## config.mk

```make
export PLATFORM = sky130hd
export DESIGN_NAME = down_counter_flat
export DESIGN_NICKNAME = d
export VERILOG_FILES = /design/src/rtl/down_counter_pkg.sv /design/src/rtl/down_counter_if.sv /design/src/rtl/down_counter.sv /design/src/flat_wrapper.sv
export SDC_FILE = /design/constraint.sdc
export NUM_CORES = 1
export LEC_CHECK = 0
export CAP_MARGIN = 20
export CORE_AREA = 2 2 39 41
export CTS_CLUSTER_DIAMETER = 200
export DETAILED_ROUTE_END_ITERATION = 8
export DIE_AREA = 0 0 41 43
export PLACE_DENSITY = 0.78
export REMOVE_ABC_BUFFERS = 1
export SETUP_SLACK_MARGIN = 0.15
export SLEW_MARGIN = 20
export SYNTH_ARGS = -nofsm -noshare
export SYNTH_HDL_FRONTEND = slang
export SYNTH_SLANG_ARGS = --single-unit
```

## constraint.sdc

```tcl
create_clock -name clock -period 1.4 [get_ports clock]
set_clock_uncertainty 0.05 [all_clocks]
set_input_delay 0.14 -clock clock [delete_from_list [all_inputs] [get_ports clock]]
set_output_delay 0.14 -clock clock [all_outputs]
set_load 0.01 [all_outputs]
```

## src/rtl/down_counter_pkg.sv

```systemverilog
// Shared state encoding and default width for the loadable down-counter/timer.
package down_counter_pkg;

    localparam int DEFAULT_WIDTH = 4;

    typedef enum logic [1:0] {
        IDLE = 2'd0,
        RUN  = 2'd1,
        DONE = 2'd2
    } state_t;

endpackage

```

## src/rtl/down_counter_if.sv

```systemverilog
// Control, load handshake and status bundle between a controller and down_counter.
interface down_counter_if
    import down_counter_pkg::*;
#(
    parameter int WIDTH = DEFAULT_WIDTH
) ();

    logic             clear;
    logic             enable;
    logic             load_valid;
    logic [WIDTH-1:0] load_value;
    logic             load_ready;
    logic [WIDTH-1:0] counter_out;
    logic             busy;
    logic             done;

    modport master (
        output clear, enable, load_valid, load_value,
        input  load_ready, counter_out, busy, done
    );

    modport slave (
        input  clear, enable, load_valid, load_value,
        output load_ready, counter_out, busy, done
    );

endinterface

```

## src/rtl/down_counter.sv

```systemverilog
// Purpose: loadable down-counter/timer with a one-cycle registered done pulse; DOWN_COUNTER_AUTO_RELOAD_EN adds periodic reload.
// Latency: load N>0 with enable held high gives done in the cycle after the N-th edge following the accept edge.
// Backpressure: load_ready is high only in IDLE; load_valid at any other time is dropped, not queued.
module down_counter
    import down_counter_pkg::*;
#(
    parameter int WIDTH = DEFAULT_WIDTH
) (
    input  logic          clock,
    input  logic          reset,
    down_counter_if.slave bus
);

    state_t           state_q, state_d;
    logic [WIDTH-1:0] cnt_q, cnt_d;
    logic             done_q, done_d;
    logic             load_acc;

`ifdef DOWN_COUNTER_AUTO_RELOAD_EN
    logic [WIDTH-1:0] reload_q;
`endif

    assign load_acc = bus.load_valid && (state_q == IDLE);

    always_comb begin
        state_d = state_q;
        cnt_d   = cnt_q;
        done_d  = 1'b0;
        if (bus.clear) begin
            state_d = IDLE;
            cnt_d   = '0;
        end else begin
            case (state_q)
                IDLE: begin
                    if (load_acc) begin
                        cnt_d = bus.load_value;
                        if (bus.load_value == '0) begin
                            state_d = DONE;
                            done_d  = 1'b1;
                        end else begin
                            state_d = RUN;
                        end
                    end
                end
                RUN: begin
                    if (bus.enable) begin
                        if (cnt_q == WIDTH'(1)) begin
                            done_d = 1'b1;
`ifdef DOWN_COUNTER_AUTO_RELOAD_EN
                            // Terminal edge restarts the period instead of showing zero.
                            cnt_d  = reload_q;
`else
                            cnt_d   = '0;
                            state_d = DONE;
`endif
                        end else begin
                            cnt_d = cnt_q - WIDTH'(1);
                        end
                    end
                end
                DONE: begin
                    state_d = IDLE;
                end
                default: begin
                    state_d = IDLE;
                    cnt_d   = '0;
                end
            endcase
        end
    end

    always_ff @(posedge clock or negedge reset) begin
        if (!reset) begin
            state_q <= IDLE;
            cnt_q   <= '0;
            done_q  <= 1'b0;
        end else begin
            state_q <= state_d;
            cnt_q   <= cnt_d;
            done_q  <= done_d;
        end
    end

`ifdef DOWN_COUNTER_AUTO_RELOAD_EN
    always_ff @(posedge clock or negedge reset) begin
        if (!reset) begin
            reload_q <= '0;
        end else if (load_acc && !bus.clear) begin
            reload_q <= bus.load_value;
        end
    end
`endif

    assign bus.load_ready  = (state_q == IDLE);
    assign bus.busy        = (state_q != IDLE);
    assign bus.counter_out = cnt_q;
    assign bus.done        = done_q;

endmodule

```

## src/flat_wrapper.sv

```systemverilog
// flat-port wrapper written by rule: the top's interface ports become plain ports
module down_counter_flat import down_counter_pkg::*;
#(
    parameter int WIDTH = DEFAULT_WIDTH
)
  (clock, reset, bus_clear, bus_enable, bus_load_valid, bus_load_value, bus_load_ready, bus_counter_out, bus_busy, bus_done);
  down_counter_if #(.WIDTH(WIDTH)) bus_i ();
  input  logic clock;
  input  logic reset;
  input wire logic [$bits(bus_i.clear)-1:0] bus_clear;
  input wire logic [$bits(bus_i.enable)-1:0] bus_enable;
  input wire logic [$bits(bus_i.load_valid)-1:0] bus_load_valid;
  input wire logic [$bits(bus_i.load_value)-1:0] bus_load_value;
  output wire logic [$bits(bus_i.load_ready)-1:0] bus_load_ready;
  output wire logic [$bits(bus_i.counter_out)-1:0] bus_counter_out;
  output wire logic [$bits(bus_i.busy)-1:0] bus_busy;
  output wire logic [$bits(bus_i.done)-1:0] bus_done;
  assign bus_i.clear = bus_clear;
  assign bus_i.enable = bus_enable;
  assign bus_i.load_valid = bus_load_valid;
  assign bus_i.load_value = bus_load_value;
  assign bus_load_ready = bus_i.load_ready;
  assign bus_counter_out = bus_i.counter_out;
  assign bus_busy = bus_i.busy;
  assign bus_done = bus_i.done;
  down_counter #(.WIDTH(WIDTH)) u_core (.clock(clock), .reset(reset), .bus(bus_i));
endmodule
```

# == Yosys cells after proc, flatten, opt, wreduce, memory -nomap -nowiden ==
# Index checks and enable logic that the tools add are counted.
# word_totals
register_bits,7
in_bits,9
# classes
n_addsub,1
eq_ne,7
muxes,17
n_reduce_logical,6
# ops
operator,count
$mux W4,4
$pmux W4 S3,1
$mux W2,5
$ne A3 B2 Y1 const B,2
$reduce_and A3 Y1,2
$mux W1,5
$eq A4 B1 Y1 const B,1
$logic_not A4 Y1,1
$pmux W2 S2,1
$sub A4 B1 Y4 const B,1
$ne A3 B3 Y1 const B,1
$eq A2 B1 Y1 const B,1
$eq A2 B2 Y1 const B,1
$logic_not A2 Y1,1
$ne A2 B2 Y1 const B,1
$pmux W1 S2,1
$reduce_bool A2 Y1,1
$logic_and A1 B1 Y1,1

# == Depth between registers and ports, before layout ==
# Gate-level depths: netlist (run 1).
# logic_depth
ltp_word,5
ltp_mapped,5
mapped_depth_nobuf,5

# == Worst setup path after synthesis (run 1) ==
# OpenSTA, ideal clock, no wires.
# synth_timing
path_type,flip-flop to flip-flop
startpoint,reg u_core.cnt_q[1] (netlist: u_core.bus.counter_out[1])
endpoint,reg u_core.cnt_q[0] (netlist: u_core.bus.counter_out[0])
setup_ns,0.121
t_arrival_ns,1.307
required_ns,1.229
path_slack_ns,-0.078
path_stages_with_launch,6
path_buffers,0
synth_period_minus_slack_ns,1.478
cell_sequence,dfrtp_1 inv_1 ha_1 nor3b_1 o2bb2ai_1 a22o_2
# synth_between
elab_chain_len,5
# synth_rtl
element,line_no,text
"start, declared",down_counter.sv:15,"logic [WIDTH-1:0] cnt_q, cnt_d;"
"start signal, assigned",down_counter.sv:79,cnt_q <= cnt_d;
$eq A4 B1 Y1,down_counter.sv:47,if (cnt_q == WIDTH'(1)) begin
$mux W4,down_counter.sv:47,
$mux W4,down_counter.sv:46,if (bus.enable) begin
$pmux W4 S3,down_counter.sv:33,case (state_q)
$mux W4,down_counter.sv:29,if (bus.clear) begin
# No other way between the ends. The select of a mux whose other input is x is not followed.
# A chain may end at the register's enable or synchronous reset.

# == Worst setup path in the final report (run 1) ==
# layout_timing
startpoint,reg u_core.state_q[0]
endpoint,reg u_core.cnt_q[3] (netlist: u_core.bus.counter_out[3])
# layout_between
elab_chain_len,4
# layout_rtl
element,line_no,text
"start, declared",down_counter.sv:14,"state_t state_q, state_d;"
"start signal, assigned",down_counter.sv:78,state_q <= state_d;
$logic_not A2 Y1,"down_counter.sv:23, down_counter.sv:33",
$logic_and A1 B1 Y1,down_counter.sv:23,assign load_acc = bus.load_valid && (state_q == IDLE);
$ne A3 B2 Y1 (no line),-,
$reduce_and A3 Y1 (no line),-,
# Parallel ways exist; a longest one is shown, timed or not.

==> results of run 1 <==
## flip-flops by register name, indices dropped and copies added (netlist names)
| register | cells |
|---|---|
| u_core.state_q | 2 |
| u_core.bus.done | 1 |
| u_core.bus.counter_out | 4 |
## final timing paths
check	from	to	slack, ns
max reg2reg	u_core.state_q[0]	u_core.bus.counter_out[3]	-0.14
min in group clock	bus_clear	u_core.bus.done	0.54
min reg2reg	u_core.bus.counter_out[3]	u_core.bus.counter_out[3]	0.60
max in group asynchronous	reset	u_core.state_q[0]	0.93
max	u_core.state_q[0]	u_core.bus.counter_out[3]	-0.14
min	reset	u_core.state_q[1]	0.1
## layout make-up
cell class / count / area share
multi-input combinational: 37 / 0.383
clock buffer: 4 / 0.0304
tap: 16 / 0.0232
inverter: 3 / 0.0130
timing repair buffer: 35 / 0.346
sequential: 7 / 0.204
## critical path: stages (launching register included)
cell and delay (ns):
dfrtp_2 0.41, buf_6 0.13, or3b_4 0.37, and3b_4 0.20, a211o_1 0.26
## power by group through the flow
stage	logic [W]	clock network, W	registers (W)
floorplan	0.0000955	0	0.000254
global placement	0.000264	0	0.000240
detailed placement	0.000272	0	0.000241
CTS	0.000290	0.000194	0.000237
global route	0.000332	0.000209	0.000240
finish	0.000307	0.000187	0.000237
## Yosys cell counts, types with 2 or more instances
| library cell | number | share of area |
|---|---|---|
| dfrtp_1 | 7 | 0.36 |
| ha_1 | 2 | 0.052 |
| inv_1 | 3 | 0.023 |
| nand2b_1 | 3 | 0.039 |
| nor2b_1 | 4 | 0.052 |
| nor3_1 | 2 | 0.021 |
| o21ai_0 | 3 | 0.031 |
| o31ai_1 | 2 | 0.031 |
## layout by cell type (no fill, tap or decap), types with 2 or more instances in the layout
master           instances
clkdlybuf4s15_1          2
o31ai_1                  2
inv_2                    2
clkbuf_4                 3
buf_4                   18
clkdlybuf4s50_1          8
nor2b_1                  3
dfrtp_1                  6
buf_6                    4
o21ai_0                  3
clkbuf_2                 2
nand2b_1                 3
## repair_timing
action                                  in CTS  in global routing
cloned                                       0                  0
gates resized for setup                     28                  8
setup buffers                                2                  1
endpoints found under the setup margin      14                 12
pin swaps                                    3                  5
## per-layer routing
metal / share of wire / GRT usage
met5: 0 / 0
met4: 0.019 / 0.133
met3: 0.051 / 0.0576
met2: 0.56 / 0.350
met1: 0.37 / 0.213
## stage by stage
step	TNS (ns)	setup WS (ns)	hold WS, ns
detailed placement	-1.00	-0.258	0.381
CTS	-0.455	-0.133	0.102
global placement	-0.904	-0.219	0.364
floorplan	-0.151	-0.0776	-0.206
global route	-0.599	-0.149	0.0991
finish	-0.423	-0.136	0.0991
## cell families (layout without fill, tap and decap cells)
kind of cell	count (synthesis)	in the layout
flip-flops	7	7
AND/OR/NAND/NOR	20	20
AO/OA/AOI/OAI	14	14
adder cells (fa/ha/maj)	2	2
buffers and inverters	4	42
multiplexers	1	1
==> metrics.md, run 1 <==
| Metric | Value |
|---|---|
| Outcome | `complete, but fails checks` |
| Failing checks | `setup timing` |
| Tcrit/Tclk final | `1.10` |
| Leak | `0.421 nW` |
| CTS Buffer Depth | `2` |
| Io pins | `16` |
| CTS Sinks | `7` |
| RSZ-0062 raised after global routing | `true` |
| Via density | `roughly 5.3` |
| Critical path launch point type | `register` |
| Hold_buf cts | `0` |
| Final setup violation count | `4` |
| Number of antenna violations at the first check in global routing | `0` |
| Largest family of logic cells by synthesized area | `simple AND/OR/NAND/NOR gates` |
| Nets | `a little under 100` |
| CTS tree | `done` |
| Remaining DRCs | `0` |
| Critical path data arrival time | `between 1.5 and 2 ns` |
| Adder-Cell Fraction of Synth Area | `0.0521` |
| Avg Inst Size Synth | `about 10 um^2` |
| Post-layout util | `0.624` |
| Worst setup margin | `-0.136 ns` |
| Fill cell count | `approximately 130` |
| Post-synth EDFFs | `0` |
| YS warnings | `0` |
| Fin crit period | `approximately 1.5 ns` |
| Post-place instance area | `just under 800 um^2` |
| Clock-pin slew on the worst setup and hold paths | `around 0.05 ns` |
| Comb pwr share | `0.420` |
| GR Overflow Total | `0` |
| Post-synthesis sequential area ratio | `0.365` |
| #FFs+latches synth | `7` |
| WP data required | `1.49 ns` |
| WL/cell | `14.5 um` |
| Fin area | `between 800 and 900 um^2` |
| Starting Density | `0.347` |
| Crit Path Max Fanout | `5` |
| Area Growth Syn to Fin | `79.7%` |
| Largest net degree at the start of global routing | `8` |
| Final Total Pwr | `around 0.00073 W` |
| Post-DP HPWL | `1.04 mm` |
| Max Clk Rate | `651 MHz` |
| Switch share | `0.301` |
| Post-Syn Instances | `48` |
| Rows | `14` |
| Crit. End Element | `register` |
| Primary FF master, synth | `dfrtp_1` |
| Placed cells | `95` |
| Vias in the first global route | `approximately 580` |
| Setup CP Type | `reg2reg` |
| Reg power frac | `0.324` |
| GR Util All Layers | `0.210` |
| Gpl congestion | `around 0.8` |
| Worst skew pair latency | `~0.26 ns` |
| Synth Area in Compound Gates | `0.221` |
| Die footprint | `1760 um^2` |
| Hold crit path type | `in2async` |
| Synth Area in Simple Gates | `0.302` |
| H-tree Lvls | `1` |
| First-pass GRT wire length | `about 2.4 mm` |
| Post-route ant nets | `0` |
| Fraction of registers with async set/reset | `1.00` |
| Mux share of post-synthesis cell area | `0.0208` |
| Pwr Density | `approximately 850 nW/um^2` |
| Fin cells | `around 100` |
| Mapped Area | `480 um^2` |
| Fin. max-slew vios | `0` |
| Inserted Clock Buffers | `3` |
| Core area | `~1400 um^2` |
| Final Hold Fails | `0` |
| Die width | `about 41 um` |
| Total Wirelength | `1.48 mm` |
| Vias | `between 500 and 600` |
| Clk root buf | `clkbuf_4` |
| Number of diodes | `0` |
| 1st-iter DRT viols | `16` |
| Ratio of cells with drive above 1 in the final layout | `0.500` |
| Pint | `between 0.0005 and 0.0006 W` |
| Peak VDD IR | `slightly above 0.5 mV` |
| Switching power | `about 0.00022 W` |
| Yosys cell types | `30` |
| Power share of the clock group | `0.256` |
| XOR/XNOR Fraction of Synth Area | `0` |
| Port-buffer cells | `15` |
| Max Cap Viol | `0` |
| R2R cell count | `4` |
| Worst rel slew slack | `0.693` |
| Area occupied by multi-input gates | `330 um^2` |
| Chip height | `approximately 43 um` |
| FF+latch area | `about 180 um^2` |
| Slew @ Worst Pin | `0.457 ns` |
| Pre-antenna DRT Iters | `4` |
(Power assumes the default switching activity.)
==> inputs of run 2 (changes only) <==
--- a/config.mk
+++ b/config.mk
@@ -5,11 +5,11 @@
 export SDC_FILE = /design/constraint.sdc
 export NUM_CORES = 1
 export LEC_CHECK = 0
-export CAP_MARGIN = 20
 export CORE_AREA = 2 2 39 41
 export CTS_CLUSTER_DIAMETER = 200
 export DETAILED_ROUTE_END_ITERATION = 8
 export DIE_AREA = 0 0 41 43
+export GPL_ROUTABILITY_DRIVEN = 0
 export PLACE_DENSITY = 0.78
 export REMOVE_ABC_BUFFERS = 1
 export SETUP_SLACK_MARGIN = 0.15
==> results of run 2 <==
No change in the layout: final DEF, timing and power equal those of run 1.
==> inputs of run 3 (changes only) <==
--- a/config.mk
+++ b/config.mk
@@ -10,10 +10,9 @@
 export DETAILED_ROUTE_END_ITERATION = 8
 export DIE_AREA = 0 0 41 43
 export GPL_ROUTABILITY_DRIVEN = 0
-export PLACE_DENSITY = 0.78
+export PLACE_DENSITY_LB_ADDON = 0.25
 export REMOVE_ABC_BUFFERS = 1
 export SETUP_SLACK_MARGIN = 0.15
-export SLEW_MARGIN = 20
 export SYNTH_ARGS = -nofsm -noshare
 export SYNTH_HDL_FRONTEND = slang
 export SYNTH_SLANG_ARGS = --single-unit
==> metrics.md, run 3 (synthesized netlist as in run 1, its figures left out) <==
| Metric | Value |
|---|---|
| H-tree Lvls | `1 (unchanged)` |
| WL/cell | `11.8 um (-19%)` |
| CP max stage delay | `0.47 ns (+0.06 ns)` |
| Pre-CTS setup slack | `-0.230 ns (+0.0277 ns)` |
| Chip height | `43 um (unchanged)` |
| Final setup violation count | `4 (unchanged)` |
| CTS Sinks | `7 (unchanged)` |
| Io pins | `16 (unchanged)` |
| GR Overflow Total | `0 (unchanged)` |
| Number of antenna violations at the first check in global routing | `0 (unchanged)` |
| Die footprint | `1760 um^2 (unchanged)` |
| Crit Path Max Fanout | `3 (-2)` |
| Worst setup margin | `-0.0502 ns (+0.0860 ns)` |
| Remaining DRCs | `0 (unchanged)` |
| Total Wirelength | `1.24 mm (-16%)` |
| Tcrit/Tclk final | `1.04 (-0.0614)` |
| Hold crit path type | `in2async` |
| R2R cell count | `4 (unchanged)` |
| Rows | `14 (unchanged)` |
| Crit. End Element | `register` |
| Capture point of the worst reg-to-reg path | `u_core.bus.counter_out[3]` |
| Slew @ Worst Pin | `0.457 ns (-0.0000330 ns)` |
| Final Hold Fails | `0 (unchanged)` |
| Pwr Density | `860 nW/um^2 (+1.6%)` |
| Commonest non-fill, non-tap cell in the layout | `buf_4` |
| Peak VDD IR | `0.373 mV (-27%)` |
| Post-DP HPWL | `953 um (-8.8%)` |
| Pre-antenna DRT Iters | `2 (-2)` |
| Worst reg2reg startpoint | `u_core.bus.counter_out[1]` |
| Max reg flops | `4 (unchanged)` |
| CTS Buffer Depth | `2 (unchanged)` |
| Inserted Clock Buffers | `3 (unchanged)` |
| GR Util All Layers | `0.189 (-0.0209)` |
| Worst skew pair latency | `0.26 ns (about the same)` |
| Failing checks | `setup timing` |
| Leak | `0.432 nW (+2.7%)` |
| Outcome | `complete, but fails checks` |
| Nets | `101 (+3.1%)` |
| Ratio of cells with drive above 1 in the final layout | `0.539 (+0.0393)` |
| Max Cap Viol | `0 (unchanged)` |
| Critical path launch point type | `register` |
| Reg2Reg Setup Slack | `-0.05 ns (+0.09 ns)` |
| Area Growth Syn to Fin | `81.5%` |
| Clk root buf | `clkbuf_4` |
| Max Clk Rate | `690 MHz (+5.9%)` |
| Commonest non-fill, non-tap cells in the layout | `buf_4, clkdlybuf4s50_1, buf_6, dfrtp_1, nor2b_1` |
| WP data required | `1.55 ns (+0.06 ns)` |
| CP max stage cell | `or4_4` |
| RSZ-0062 raised after global routing | `true` |
| Number of diodes | `0 (unchanged)` |
| Clock-pin slew on the worst setup and hold paths | `0.06 ns (about the same)` |
| Vias in the first global route | `536 (-7.3%)` |
| Fin. max-slew vios | `0 (unchanged)` |
| Post-route ant nets | `0 (unchanged)` |
| Die width | `41 um (unchanged)` |
| Hold_buf cts | `0 (unchanged)` |
| Critical path data arrival time | `1.60 ns (-0.02 ns)` |
| CTS tree | `done` |
| Setup CP Type | `reg2reg` |
| First-pass GRT wire length | `2.20 mm (-8.6%)` |
| Via density | `4.94 (-7.5%)` |
| Vias | `519 (-4.8%)` |
| Port-buffer cells | `15 (unchanged)` |
| Final Total Pwr | `0.000750 W (+2.6%)` |
| 1st-iter DRT viols | `2 (-14)` |
| Fin crit period | `1.45 ns (-0.0860 ns)` |
| Crit-path cells | `buf_4 -> or4_4 -> a211oi_2 -> a211o_1` |
| Starting Density | `0.347 (unchanged)` |
| Worst rel slew slack | `0.693 (about the same)` |
| Largest net degree at the start of global routing | `8 (unchanged)` |
| Core area | `1380 um^2 (unchanged)` |
run 3: cell type report:
type                    count  area [um^2]
inverters                   3         11.3
repair buffers             38          319
clock buffers               4         26.3
well taps                  16         20.0
fillers                   124          512
flip-flops and latches      7          176
multi-input cells          37          319
run 3: how the worst max path moves through the flow:
stage | end | start
2_1_floorplan | u_core.bus.counter_out[0] | u_core.bus.counter_out[1]
3_3_place_gp | u_core.bus.counter_out[3] | bus_load_valid
3_5_place_dp | u_core.bus.counter_out[3] | bus_load_valid
4_1_cts | u_core.bus.counter_out[3] | u_core.state_q[0]
5_1_grt | u_core.bus.counter_out[3] | u_core.bus.counter_out[1]
6_report | u_core.bus.counter_out[3] | u_core.bus.counter_out[1]
run 3: metal layers:
metal,track usage,up-vias,part of all wire
met5,0,-,0
met4,0.120,0,0.019
met3,0.0314,2,0.037
met2,0.303,15,0.51
met1,0.217,238,0.43
li1,-,264,-
run 3: stage by stage:
step / TNS (ns) / cells / utilization / hold slack, ns / instance area (um^2)
global placement: -0.933 / 95 / 0.557 / 0.368 / 771
detailed placement: -1.03 / 95 / 0.557 / 0.372 / 771
floorplan: -0.151 / 47 / - / -0.206 / 473
finish: -0.115 / 105 / 0.630 / 0.0843 / 872
global route: -0.424 / 105 / 0.630 / 0.107 / 872
CTS: -0.152 / 102 / 0.597 / 0.0892 / 826
run 3: where the power goes:
part / switching, W / total (W) / internal, W / leakage, nW
clock network: 0.0000816 / 0.000191 / 0.000109 / 0.0150
logic: 0.000119 / 0.000320 / 0.000201 / 0.326
registers: 0.0000181 / 0.000239 / 0.000221 / 0.0916
total: 0.000219 / 0.000750 / 0.000531 / 0.432
run 3: what timing repair did:
action / in CTS / in global routing
pin swaps: 4 / 2
endpoints found under the setup margin: 14 / 13
setup buffers: 3 / 3
gates resized for setup: 26 / 13
run 3: critical path: cells and delay by family (launching register included):
family | cells | cell delay (ns)
compound gates | 2 | 0.33
buf+inv | 1 | 0.15
flops | 1 | 0.40
simple gates | 1 | 0.47
